==> src/rtl/pong_pkg.sv <==
// Shared types and constants for the pong scoreboard: FSM state encoding,
// default match parameters and active-low seven-segment patterns (gfedcba).
package pong_pkg;

    typedef enum logic [1:0] {
        S_PLAY = 2'd0,
        S_HOLD = 2'd1,
        S_OVER = 2'd2
    } state_e;

    localparam int unsigned WIN_SCORE_DEFAULT  = 7;
    localparam int unsigned HOLD_TICKS_DEFAULT = 4;

    localparam logic [6:0] SEG_0     = 7'b1000000;
    localparam logic [6:0] SEG_1     = 7'b1111001;
    localparam logic [6:0] SEG_2     = 7'b0100100;
    localparam logic [6:0] SEG_3     = 7'b0110000;
    localparam logic [6:0] SEG_4     = 7'b0011001;
    localparam logic [6:0] SEG_5     = 7'b0010010;
    localparam logic [6:0] SEG_6     = 7'b0000010;
    localparam logic [6:0] SEG_7     = 7'b1111000;
    localparam logic [6:0] SEG_8     = 7'b0000000;
    localparam logic [6:0] SEG_9     = 7'b0010000;
    localparam logic [6:0] SEG_BLANK = 7'b1111111;

endpackage

==> src/rtl/score_seg7.sv <==
// Combinational 4-bit to seven-segment decoder, active-low gfedcba.
// Values above 9 blank the digit.
module score_seg7
    import pong_pkg::*;
(
    input  logic [3:0] value_i,
    output logic [6:0] seg_o
);

    always_comb begin
        seg_o = SEG_BLANK;
        case (value_i)
            4'd0:    seg_o = SEG_0;
            4'd1:    seg_o = SEG_1;
            4'd2:    seg_o = SEG_2;
            4'd3:    seg_o = SEG_3;
            4'd4:    seg_o = SEG_4;
            4'd5:    seg_o = SEG_5;
            4'd6:    seg_o = SEG_6;
            4'd7:    seg_o = SEG_7;
            4'd8:    seg_o = SEG_8;
            4'd9:    seg_o = SEG_9;
            default: seg_o = SEG_BLANK;
        endcase
    end

endmodule

==> src/rtl/pong_scoreboard.sv <==
// Pong match scoreboard: counts point edges, latches the winner, gates serve.
// Define SCORE_SEG7_EN to add registered seven-segment score outputs seg1/seg2.
module pong_scoreboard
    import pong_pkg::*;
#(
    parameter int unsigned WIN_SCORE  = WIN_SCORE_DEFAULT,
    parameter int unsigned HOLD_TICKS = HOLD_TICKS_DEFAULT
) (
    input  logic       clk,
    input  logic       rst,
    input  logic       ready,
    input  logic       p1score,
    input  logic       p2score,
    input  logic       serve_btn,
    input  logic       new_game,
    output logic       serve,
    output logic [3:0] p1points,
    output logic [3:0] p2points,
    output logic       game_over,
    output logic       winner
`ifdef SCORE_SEG7_EN
    ,
    output logic [6:0] seg1,
    output logic [6:0] seg2
`endif
);

    localparam logic [3:0] WinCount = 4'(WIN_SCORE);
    localparam logic [7:0] HoldLoad = 8'(HOLD_TICKS);

    state_e     state_q, state_d;
    logic [3:0] p1_points_q, p1_points_d;
    logic [3:0] p2_points_q, p2_points_d;
    logic [7:0] hold_q, hold_d;
    logic       winner_q, winner_d;
    logic       over_q, over_d;
    logic       p1_lvl_q, p2_lvl_q;

    logic       p1_edge, p2_edge;
    logic [3:0] p1_inc, p2_inc;

    // Upstream holds the score level for several cycles; only the rise counts.
    assign p1_edge = p1score & ~p1_lvl_q;
    assign p2_edge = p2score & ~p2_lvl_q;
    assign p1_inc  = p1_points_q + 4'd1;
    assign p2_inc  = p2_points_q + 4'd1;

    always_comb begin
        state_d     = state_q;
        p1_points_d = p1_points_q;
        p2_points_d = p2_points_q;
        hold_d      = hold_q;
        winner_d    = winner_q;
        over_d      = over_q;
        case (state_q)
            S_PLAY: begin
                if (p1_edge && !p2_edge) begin
                    p1_points_d = p1_inc;
                    if (p1_inc == WinCount) begin
                        state_d  = S_OVER;
                        over_d   = 1'b1;
                        winner_d = 1'b0;
                    end else begin
                        hold_d  = HoldLoad;
                        state_d = S_HOLD;
                    end
                end else if (p2_edge && !p1_edge) begin
                    p2_points_d = p2_inc;
                    if (p2_inc == WinCount) begin
                        state_d  = S_OVER;
                        over_d   = 1'b1;
                        winner_d = 1'b1;
                    end else begin
                        hold_d  = HoldLoad;
                        state_d = S_HOLD;
                    end
                end
            end
            S_HOLD: begin
                if (ready) begin
                    if (hold_q <= 8'd1) begin
                        hold_d  = 8'd0;
                        state_d = S_PLAY;
                    end else begin
                        hold_d = hold_q - 8'd1;
                    end
                end
            end
            S_OVER: begin
                if (new_game) begin
                    p1_points_d = 4'd0;
                    p2_points_d = 4'd0;
                    winner_d    = 1'b0;
                    over_d      = 1'b0;
                    state_d     = S_PLAY;
                end
            end
            default: begin
                state_d = S_PLAY;
            end
        endcase
    end

    always_ff @(posedge clk or posedge rst) begin
        if (rst) begin
            state_q     <= S_PLAY;
            p1_points_q <= 4'd0;
            p2_points_q <= 4'd0;
            hold_q      <= 8'd0;
            winner_q    <= 1'b0;
            over_q      <= 1'b0;
            p1_lvl_q    <= 1'b0;
            p2_lvl_q    <= 1'b0;
        end else begin
            state_q     <= state_d;
            p1_points_q <= p1_points_d;
            p2_points_q <= p2_points_d;
            hold_q      <= hold_d;
            winner_q    <= winner_d;
            over_q      <= over_d;
            p1_lvl_q    <= p1score;
            p2_lvl_q    <= p2score;
        end
    end

    assign serve     = serve_btn & (state_q == S_PLAY);
    assign p1points  = p1_points_q;
    assign p2points  = p2_points_q;
    assign game_over = over_q;
    assign winner    = winner_q;

`ifdef SCORE_SEG7_EN
    logic [6:0] seg1_raw, seg2_raw;
    logic [6:0] seg1_q, seg2_q;

    score_seg7 u_seg1 (
        .value_i (p1_points_q),
        .seg_o   (seg1_raw)
    );

    score_seg7 u_seg2 (
        .value_i (p2_points_q),
        .seg_o   (seg2_raw)
    );

    always_ff @(posedge clk or posedge rst) begin
        if (rst) begin
            seg1_q <= SEG_0;
            seg2_q <= SEG_0;
        end else begin
            seg1_q <= seg1_raw;
            seg2_q <= seg2_raw;
        end
    end

    assign seg1 = seg1_q;
    assign seg2 = seg2_q;
`endif

endmodule

==> config.mk <==
export PLATFORM = sky130hd
export DESIGN_NAME = pong_scoreboard
export DESIGN_NICKNAME = d
export VERILOG_FILES = /design/src/rtl/pong_pkg.sv /design/src/rtl/score_seg7.sv /design/src/rtl/pong_scoreboard.sv
export SDC_FILE = /design/constraint.sdc
export NUM_CORES = 1
export LEC_CHECK = 0
export CORE_MARGIN = 2
export CORE_UTILIZATION = 54
export DETAILED_ROUTE_END_ITERATION = 10
export PLACE_DENSITY = 0.79
export SKIP_LAST_GASP = 1
export SLEW_MARGIN = 20
export SYNTH_ARGS = -nofsm -noshare
export SYNTH_HDL_FRONTEND = slang
export SYNTH_SLANG_ARGS = --single-unit
export TNS_END_PERCENT = 20
==> constraint.sdc <==
create_clock -name clk -period 2.3 [get_ports clk]
set_clock_uncertainty 0.15 [all_clocks]
set_input_delay 0.69 -clock clk [delete_from_list [all_inputs] [get_ports clk]]
set_output_delay 0.69 -clock clk [all_outputs]
set_load 0.01 [all_outputs]
==> out/metrics.csv, run 1 <==
metric,value,unit
fin_hold_ws,0.372,ns
path_max_fanout,1,
period_needed,2.31,ns
violations,negative setup slack,
die-area,2870,µm²
cp-start-kind,input pin,
relSlewSlack,77.0,%
end_kind,primary output,
wl_per_cell,14.1,µm
ant_nets,0,
cap_violations,0,
dp_hpwl,2.16,mm
crit_arrival,1.47,ns
setup_viol,1,
p_leak,0.000805,µW
gp_congestion,0.836,
die_x,53.5,µm
ys_async_sr_fraction,100,%
grt_max_degree,23,
worstHoldPathType,input pin to register,
cts_hold_buf,0,
ys_warn_count,0,
grt_usage,24.6,%
finalPower,1090,µW
worst-setup-path-type,input pin to primary output,
ys_dominant_reg_cell,dfrtp_1,
ys_types,41,
routed_wl,2.92,mm
drive_above_1_share,17.9,%
cts_made_buffers,3,
core,2280,µm²
dr.pass1.iters,4,
grt_antenna_before_repair,0,
status,finished with violations,
drt_iter0_drc,18,
fin_area,1710,µm²
synth_edf_count,0,
rsz0062_at_grt,yes,
syn_area_per_cell,8.95,µm²
n_antenna_cell,0,
cts_tree,yes,
layout.nets,196,
max-clock-path-buffers,2,
fillCellCount,176,
vias,1168,
clock_sinks,22,
syn_inst,148,
dpl_worst_slack,-0.585,ns
drc,0,
die_height,53.5,µm
maxSlewViolCount,0,
vdd_ir_drop_max,621,µV
finalWorstSetupSlack,-0.0110,ns
synth_nets,163,
max_freq,0.433,GHz
place_area,1620,µm²
clock-root-buffer,clkbuf_4,
rows,17,
io_pins,18,
ys_ff_latch,22,
synthesis.area,1330,µm²
final_common_cell,dfrtp_1,
worst_pin_slew,0.341,ns
power_density,641,nW/µm²
io_buffers,17,
vias_per_cell,5.64,
area_delta_synth_final,28.8,%
final_core_util,75.0,%
clock_latency,0.30,ns
clk_pin_slew,0.12,ns
grt_remaining_overflow,0,
grt_pass1_vias,1116,
final_cell_mix,"dfrtp_1, clkdlybuf4s50_1, inv_1, buf_4, o21ai_0",
synth_seq_area_share,41.5,%
grt_pass1_wl,5.04,mm
cts_max_level,1,
finalHoldViolCount,0,
start_util,58.2,%
post-route-period-util,100,%
crit_required,1.46,ns
## metal layers
metal	wire length, µm	GRT usage, %
met2	1470	43.4
met3	60	2.50
met5	0	0
met4	41	10.3
met1	1340	30.5
## worst max-delay path, stage by stage
cell             delay, ns
clkdlybuf4s50_1       0.44
and2_1                0.11
clkdlybuf4s15_1       0.23
## report_power, final
part	internal [µW]	switching [µW]
logic	178	186
clock network	61.1	112
registers	465	93.9
## synth_stat cells, types with 2 or more instances
cell type  number  area (µm²)
mux2i_1         2        20.0
a21oi_1        10        50.1
nand3_1         6        30.0
xor2_1          4        35.0
a41oi_1         2        17.5
clkbuf_1        2        7.51
a31oi_1         3        18.8
ha_1            8         100
and3_1          2        12.5
nor2b_1         3        18.8
nor2_1         12        45.0
or2_2           2        12.5
nand2b_1        3        18.8
dfrtp_1        22         551
o21ai_0        14        70.1
o31ai_1         5        37.5
nand2_1        11        41.3
or3_1           2        12.5
inv_1          13        48.8
## logic make-up after synthesis
| group | synth area share, % |
|---|---|
| buf+inv | 4.63 |
| flops | 41.5 |
| mux | 1.51 |
| simple gates | 21.2 |
| fa+ha+maj | 7.55 |
| xor+xnor | 2.64 |
| compound gates | 20.9 |
## sequential cells by signal, summed over array words and instances, names as in the netlist
signal,cells
p2points,4
p1_lvl_q,1
game_over,1
p1points,4
state_q,2
winner,1
hold_q,8
p2_lvl_q,1
## layout make-up
class / count / area (µm²) / area share, %
clock buffers: 3 / 22.5 / 1.32
inverters: 13 / 48.8 / 2.86
multi-input cells: 110 / 769 / 45.1
flip-flops and latches: 22 / 551 / 32.3
well taps: 28 / 35.0 / 2.05
repair buffers: 31 / 280 / 16.4
## repair_timing
| item | 4_1_cts | 5_1_grt |
|---|---|---|
| buffers inserted | 1 | 0 |
| endpoints found under the setup margin | 16 | 13 |
| hold endpoints to repair | 0 | 0 |
| pin swaps | 3 | 2 |
| gates resized for setup | 11 | 8 |
| cloned | 0 | 0 |
## through the flow
step / std cells / TNS, ns
final: 207 / -0.0110
after global routing: 207 / -0.0543
after CTS: 207 / -0.0414
after detailed placement: 203 / -7.78
after global placement: 203 / -6.32
after floorplan: 148 / 0
## worst paths after layout
kind | endpoint | cells after the start | slack (ns) | from
max in group asynchronous | p1points[0]$_DFFE_PP0P_ | 3 | 1.18 | rst
min reg2reg | p2points[3]$_DFFE_PP0P_ | 1 | 0.39 | p2points[3]$_DFFE_PP0P_
min in group asynchronous | hold_q[3]$_DFFE_PP0P_ | 3 | 0.58 | rst
max reg2reg | hold_q[6]$_DFFE_PP0P_ | 7 | 0.30 | hold_q[0]$_DFFE_PP0P_
min | p2_lvl_q$_DFF_PP0_ | 1 | 0.37 | p2score
max | serve | 3 | -0.01 | serve_btn
(Power assumes the default switching activity.)
==> run 2: changes to the inputs <==
Settings changed: CAP_MARGIN set to 20, CORE_MARGIN 2 to unset.
==> run 2 against run 1 <==
Clock-buffer cell count increased by 1. Highest routed layer unchanged. Sequential cell count did not move. Register-to-register slack better by 0.02 ns. Non-clock buffer count is 1 lower. Critical endpoint unchanged. First-iteration DRC count rose by 39%. Setup slack worse by 0.023 ns. Via count increased by 0.34%. Cell count stayed put. The run still ends with negative setup slack left.
==> out/metrics.csv, run 2 (same netlist as run 1, synthesis figures left out) <==
metric,value,unit,change
cts_tree,yes,,
worst_pin_slew,0.433,ns,+0.0911 ns
cp-startpoint,serve_btn,,
dr.pass1.iters,4,,unchanged
fillCellCount,158,,-10%
ant_nets,0,,unchanged
io_pins,18,,unchanged
dp_hpwl,2.07,mm,-4.2%
clock_latency,0.31,ns,about the same
post-route-period-util,101,%,+0.99 points
die_height,51.5,µm,-3.7%
cp-start-kind,input pin,,
worst-setup-path-type,input pin to primary output,,
io_buffers,17,,unchanged
n_antenna_cell,0,,unchanged
routed_wl,2.82,mm,-3.3%
drc,0,,unchanged
finalWorstSetupSlack,-0.0338,ns,-0.0228 ns
finalSetupTns,-0.0338,ns,-0.0228 ns
grt_pass1_wl,4.91,mm,-2.7%
max_freq,0.428,GHz,-0.98%
end_kind,primary output,,
grt_max_degree,23,,unchanged
die-area,2660,µm²,-7.3%
p_leak,0.000800,µW,-0.62%
wl_per_cell,13.6,µm,-3.3%
setup_viol,1,,unchanged
gp_congestion,0.829,,-0.90%
area_delta_synth_final,27.6,%,
dp.cells,202,,-0.49%
hp-start,p2score,,
largest_reg_flops,8,,unchanged
final_cell_mix,"dfrtp_1, clkdlybuf4s50_1, inv_1, o21ai_0, buf_4",,
drt_iter0_drc,25,,+7
core,2250,µm²,-0.93%
clock_sinks,22,,unchanged
finalPower,1120,µW,+2.3%
regToRegStartpoint,p2points[0]$_DFFE_PP0P_,,
top_register,hold_q,,
finalHoldViolCount,0,,unchanged
start_util,58.8,%,+0.55 points
grt_usage,24.8,%,+0.23 points
rsz0062_at_grt,yes,,
cts_made_buffers,3,,unchanged
worstHoldPathType,input pin to register,,
dpl_worst_slack,-0.490,ns,+0.0949 ns
power_density,662,nW/µm²,+3.3%
period_needed,2.33,ns,+0.0228 ns
cts_max_level,1,,unchanged
fin_hold_ws,0.368,ns,-0.00352 ns
layout.nets,195,,-0.51%
path_max_fanout,1,,unchanged
violations,negative setup slack,,
cap_violations,0,,unchanged
clk_pin_slew,0.11,ns,about the same
max-clock-path-buffers,2,,unchanged
grt_pass1_vias,1088,,-2.5%
crit_arrival,1.49,ns,+0.02 ns
vdd_ir_drop_max,504,µV,-19%
vias_per_cell,5.66,,+0.34%
grt_remaining_overflow,0,,unchanged
maxSlewViolCount,0,,unchanged
relSlewSlack,70.9,%,-6.1 points
cts_hold_buf,0,,unchanged
final_common_cell,dfrtp_1,,
final-instance-count-excl-fill,207,,unchanged
rows,17,,unchanged
status,finished with violations,,
vias,1172,,+0.34%
crit_required,1.46,ns,about the same
die_x,51.5,µm,-3.7%
drive_above_1_share,17.9,%,unchanged
grt_antenna_before_repair,0,,unchanged
clock-root-buffer,clkbuf_4,,
run 2: metrics by stage:
step	util, %	instance area (µm²)
after global routing	75.0	1690
final	75.0	1690
after detailed placement	71.3	1610
after CTS	73.8	1660
after floorplan	-	1330
after global placement	71.3	1610
run 2: routing by layer:
layer / share of wire (%) / global-route usage, % / routed length [µm] / up-vias
met2: 49 / 41.6 / 1380 / 22
met3: 2.8 / 3.51 / 78 / 7
li1: - / - / - / 582
met5: 0 / 0 / 0 / -
met4: 1.8 / 8.11 / 51 / 0
met1: 46 / 32.9 / 1310 / 561
run 2: final timing paths:
path / end / slack [ns] / depth (start not counted)
worst max-delay path: serve / -0.03 / 3
worst min-delay path: p2_lvl_q$_DFF_PP0_ / 0.37 / 1
worst max register to register: hold_q[6]$_DFFE_PP0P_ / 0.32 / 7
worst min register to register: p2points[3]$_DFFE_PP0P_ / 0.40 / 1
max in group asynchronous: state_q[0]$_DFFE_PP0P_ / 1.21 / 3
min in group asynchronous: state_q[1]$_DFFE_PP0P_ / 0.57 / 3
run 2: cell type report:
class	instances	area, µm²	share of cell area (%)
Multi-Input combinational cell	110	752	44.5
Sequential cell	22	551	32.6
Timing Repair Buffer	30	268	15.8
Inverter	13	48.8	2.89
Clock buffer	4	36.3	2.15
Tap cell	28	35.0	2.07
run 2: critical path, stage by stage:
cell and delay [ns]:
clkdlybuf4s50_1 0.44, and2_1 0.10, dlygate4sd2_1 0.26
run 2: power breakdown:
| part | switching [µW] | internal, µW | total, µW |
|---|---|---|---|
| clock | 119 | 96.8 | 216 |
| combinational | 174 | 168 | 342 |
| sequential | 97.1 | 465 | 562 |
| total | 390 | 730 | 1120 |
run 2: timing repair:
action	4_1_cts	5_1_grt
resized for setup	8	5
endpoints found under the hold margin	0	0
pin swaps	4	3
setup endpoints to repair	13	13
setup buffers	0	1
